--- config.mk ---
export PLATFORM = sky130hd
export DESIGN_NAME = clk1_div_ctrl
export DESIGN_NICKNAME = d
export VERILOG_FILES = /design/src/rtl/clk1_div_ctrl.sv
export SDC_FILE = /design/constraint.sdc
export NUM_CORES = 1
export LEC_CHECK = 0
export CORE_MARGIN = 5
export CORE_UTILIZATION = 40
export CTS_CLUSTER_SIZE = 10
export DETAILED_ROUTE_END_ITERATION = 12
export PLACE_DENSITY_LB_ADDON = 0.15
export RECOVER_POWER = 25
export SYNTH_ARGS = -nofsm -noshare
export SYNTH_HDL_FRONTEND = slang
export SYNTH_SLANG_ARGS = --single-unit
--- constraint.sdc ---
create_clock -name clk1 -period 5.3 [get_ports clk1]
set_input_delay 0.795 -clock clk1 [delete_from_list [all_inputs] [get_ports clk1]]
set_output_delay 0.795 -clock clk1 [all_outputs]
set_load 0.05 [all_outputs]
--- src/rtl/clk1_div_ctrl.sv ---
// Programmable clock divider: turns clk1 into a glitch-free 50% duty clk_out with a
// rising-edge tick strobe. Ratio changes and stops only land on period boundaries.
module clk1_div_ctrl #(
    parameter int CNT_W = 16
) (
    input  logic             clk1,
    input  logic             rst,
    input  logic             cfg_valid,
    input  logic [CNT_W-1:0] cfg_half,
    output logic             cfg_ready,
    input  logic             start,
    input  logic             stop,
    output logic             clk_out,
    output logic             tick,
    output logic             busy
);

    typedef enum logic [1:0] {
        IDLE  = 2'd0,
        RUN   = 2'd1,
        DRAIN = 2'd2
    } state_t;

    localparam logic [CNT_W-1:0] ONE = {{(CNT_W-1){1'b0}}, 1'b1};

    state_t           state;
    state_t           state_nx;
    logic [CNT_W-1:0] cnt;
    logic [CNT_W-1:0] cnt_nx;
    logic [CNT_W-1:0] half;
    logic [CNT_W-1:0] half_nx;
    logic [CNT_W-1:0] pend_half;
    logic [CNT_W-1:0] pend_half_nx;
    logic             pend_v;
    logic             pend_v_nx;
    logic             clk_out_nx;
    logic             tick_nx;

    logic             xfer;
    logic             wrap;
    logic             fall;
    logic             do_step;
    logic             boundary;
    logic [CNT_W-1:0] cfg_val;

    assign xfer    = cfg_valid & cfg_ready;
    assign cfg_val = (cfg_half == '0) ? ONE : cfg_half;
    assign wrap    = (cnt == (half - ONE));
    assign fall    = wrap & clk_out;
    assign busy    = (state != IDLE);

    // A stop seen during a low phase ends the run immediately; everything else in
    // RUN or DRAIN advances the divider by one clk1 cycle.
    assign do_step = (state == DRAIN) || ((state == RUN) && !(stop && !clk_out));

    always_comb begin
        state_nx     = state;
        cnt_nx       = cnt;
        half_nx      = half;
        pend_half_nx = pend_half;
        pend_v_nx    = pend_v;
        clk_out_nx   = clk_out;
        tick_nx      = 1'b0;
        boundary     = 1'b0;

        if (do_step) begin
            if (wrap) begin
                cnt_nx     = '0;
                clk_out_nx = !clk_out;
                tick_nx    = !clk_out;
            end else begin
                cnt_nx = cnt + ONE;
            end
        end

        case (state)
            IDLE: begin
                cnt_nx     = '0;
                clk_out_nx = 1'b0;
                if (xfer) begin
                    half_nx = cfg_val;
                end
                if (start && !stop) begin
                    state_nx = RUN;
                end
            end
            RUN: begin
                if (stop && !clk_out) begin
                    state_nx   = IDLE;
                    cnt_nx     = '0;
                    clk_out_nx = 1'b0;
                    boundary   = 1'b1;
                end else begin
                    boundary = fall;
                    if (stop) begin
                        state_nx = fall ? IDLE : DRAIN;
                    end
                end
            end
            DRAIN: begin
                boundary = fall;
                if (fall) begin
                    state_nx = IDLE;
                end
            end
            default: begin
                state_nx   = IDLE;
                cnt_nx     = '0;
                clk_out_nx = 1'b0;
            end
        endcase

        if (boundary && pend_v) begin
            half_nx   = pend_half;
            pend_v_nx = 1'b0;
        end

        // A transfer can only happen with nothing pending, so it never collides with
        // the boundary load above; if the run is ending this edge, load it directly.
        if (xfer && (state != IDLE)) begin
            if (state_nx == IDLE) begin
                half_nx = cfg_val;
            end else begin
                pend_half_nx = cfg_val;
                pend_v_nx    = 1'b1;
            end
        end
    end

    always_ff @(posedge clk1) begin
        if (rst) begin
            state     <= IDLE;
            cnt       <= '0;
            half      <= ONE;
            pend_half <= ONE;
            pend_v    <= 1'b0;
            clk_out   <= 1'b0;
            tick      <= 1'b0;
            cfg_ready <= 1'b1;
        end else begin
            state     <= state_nx;
            cnt       <= cnt_nx;
            half      <= half_nx;
            pend_half <= pend_half_nx;
            pend_v    <= pend_v_nx;
            clk_out   <= clk_out_nx;
            tick      <= tick_nx;
            cfg_ready <= !pend_v_nx;
        end
    end

endmodule
==> qor.yml <==
job:
  max_cap_viol_count: 0
synth:
  synth_cells: 390
  synth.avg_cell_area_um2: 8.52
  synth_cell_types: 55
  synthAdderAreaFrac_pct: 2.64
  ys_seq_elements: 54
  yosys.area_share.xor_xnor_pct: 8.44
  synthMuxAreaShare_pct: 5.46
  synthFlopType: "dfxtp_1"
  synth-compound-area-share_pct: 15.7
  synth_simple_gate_area_share_pct: 29.6
  async_reset_ff_share_pct: 0
  syn_area_um2: 3320
  yosys_warnings: 0
  synth_top_family_by_area: "simple AND/OR/NAND/NOR gates"
  synth_nets: 418
  synth_edf_count: 0
  yosysSeqAreaShare_pct: 32.5
grt:
  grt_start_max_net_pins: 48
  grt_pass1_vias: 2684
  track_usage_pct: 15.6
  grt_overflow: 0
  grt_antenna_before_repair: 0
  grt_pass1_wl_um: 13100
clocking:
  clock_path_buffers: 2
  htreeDepth: 2
  clk_latency_ns: 0.31
  ctsResizeCount: 0
  cts_hold_buf: 0
  numClockSinks: 54
  cts_root_buffer: "clkbuf_8"
  cts_tree: "done"
  cts_buffers: 5
  clk_pin_slew_ns: 0.10
  post_cts_buffers: 0
sta:
  finalSetupViolCount: 0
  period_minus_slack_ns: 4.52
  worstMarginPinSlew_ns: 0.774
  final.setup_skew_ns: 0.00951
  slew_violations: 0
  rsz0062_at_grt: "false"
  hold_viol: 0
  fmax_mhz: 221
  whs_ns: 0.499
  tns_ns: 0
  slew-limit-headroom_pct: 48.3
  finalCritPeriodShare_pct: 85.2
finish:
  final_cell_mix: "dfxtp_1, nor2_1, nand2_1"
  area_delta_synth_final_pct: 11.4
  layout_commonest_cell: "dfxtp_1"
  diodes: 0
  final_layout_size_suffix_gt1_share_pct: 8.48
  nNetsFinal: 428
placement:
  globalplace.congestion: 0.769
  portBuffers: 24
  dp_hpwl_um: 5390
route:
  drtPass1Iterations: 4
  wl_per_cell_um: 15.1
  vias: 2789
  drtIter0Drc: 102
  drc_errors: 0
  viasPerCell: 5.51
  ant_nets: 0
  drt_wl_total_um: 7650
pwr:
  ir_drop_uv: 133
  powerDensity_nw_per_um2: 237
  power_leakage_uw: 0.00122
setup_path:
  endpoint_kind: "flop"
  cp.required_ns: 5.50
  crit_fanout: 47
  r2r-start: "half[0]$_SDFF_PP1_"
  cp-startpoint: "half[0]$_SDFF_PP1_"
  path_class: "reg -> reg"
  cp.arrival_ns: 4.72
  startpoint_type: "flop"
floorplan:
  core-area_um2: 8130
  start_util_pct: 40.8
  die_h_um: 101
  num_rows: 33
  die_x_um: 101
  die_area_um2: 10200
  ios: 25
min_path:
  hp-start: "pend_half[11]$_SDFFE_PP0P_"
  hp-class: "reg -> reg"
outcome:
  status: "finished clean"
worst max-delay path, stage by stage, from the launching register on:
cell and delay, ns:
dfxtp_1 0.36, inv_1 0.07, ha_1 0.39, nor4b_1 0.53, nand2_1 0.13, xnor2_1 0.19, nand4_1 0.10, nor4_1 0.49
nand3_1 0.22, inv_1 0.10, ha_1 0.18, nand2b_1 0.13, a31oi_1 0.08, o21ai_0 0.10, and2_1 0.19, nor3b_2 0.17
buf_4 0.41, and4bb_2 0.29, a311o_1 0.26
metrics by stage:
| step | setup slack, ns | instance area (um^2) | cells | total power [uW] | util [%] |
|---|---|---|---|---|---|
| after floorplan | 1.51 | 3320 | 390 | 556 | - |
| after global placement | 1.16 | 3600 | 498 | 604 | 44.3 |
| after detailed placement | 1.08 | 3600 | 498 | 606 | 44.3 |
| after CTS | 1.05 | 3710 | 506 | 893 | 45.7 |
| after global routing | 0.396 | 3700 | 506 | 924 | 45.5 |
| final | 0.784 | 3700 | 506 | 877 | 45.5 |
synthesized netlist by cell type, drive strengths merged, types with 2 or more instances:
master / number / area, um^2
and4bb: 13 / 163
clkbuf: 13 / 48.8
ha: 7 / 87.6
and2: 3 / 18.8
mux2i: 17 / 170
a311o: 14 / 140
o21ai: 5 / 25.0
xnor2: 25 / 219
o31a: 2 / 17.5
or3: 2 / 12.5
a31oi: 6 / 37.5
nor2: 52 / 195
nor3b: 5 / 37.5
o22ai: 2 / 12.5
nor2b: 6 / 37.5
nand2b: 3 / 18.8
a41oi: 2 / 17.5
nor4: 7 / 50.1
nand3b: 4 / 30.0
nand4: 5 / 37.5
xor2: 7 / 61.3
and3: 5 / 31.3
nand4b: 2 / 17.5
a21oi: 8 / 51.3
inv: 13 / 48.8
buf: 13 / 88.8
dfxtp: 54 / 1080
nand3: 15 / 75.1
a2111oi: 12 / 116
nor3: 10 / 60.1
nand2: 41 / 154
power by group:
part | switching (uW) | leakage (uW) | total, uW | internal [uW]
registers | 19.5 | 0.000438 | 438 | 419
logic | 83.8 | 0.000735 | 156 | 72.4
clock network | 141 | 0.0000514 | 283 | 141
total | 244 | 0.00122 | 877 | 632
routing by layer:
layer	GRT usage (%)	part of all wire, %
met3	2.20	3.4
met4	3.27	0.38
met2	24.9	45
met5	0	0
met1	22.3	51
sequential cells by signal, summed over array words and instances, names as in the netlist:
| register | cells |
|---|---|
| state | 2 |
| cnt | 16 |
| tick | 1 |
| pend_half | 16 |
| cfg_ready | 1 |
| clk_out | 1 |
| pend_v | 1 |
| half | 16 |
worst paths after layout:
path / endpoint / slack, ns / depth (start not counted)
setup / recovery: half[11]$_SDFF_PP0_ / 0.78 / 18
hold reg to reg: pend_half[11]$_SDFFE_PP0P_ / 0.50 / 2
setup reg to reg: half[11]$_SDFF_PP0_ / 0.78 / 18
hold / removal: pend_half[11]$_SDFFE_PP0P_ / 0.50 / 2
layout make-up:
cell class / instances / area [um^2]
Tap cell: 105 / 131
Clock buffer: 6 / 72.6
Sequential cell: 54 / 1080
Clock inverter: 2 / 37.5
Timing Repair Buffer: 29 / 278
Multi-Input combinational cell: 297 / 2050
Fill cell: 815 / 4430
Inverter: 13 / 48.8
kinds of logic after synthesis:
group                      count (synthesis)
adders and majority gates                  7
AOI/OAI and AO/OA                         63
muxes                                     18
DFF                                       54
buffers and inverters                     39
and+or+nand+nor                          177
xor gates and xnor gates                  32
(Power assumes the default switching activity.)
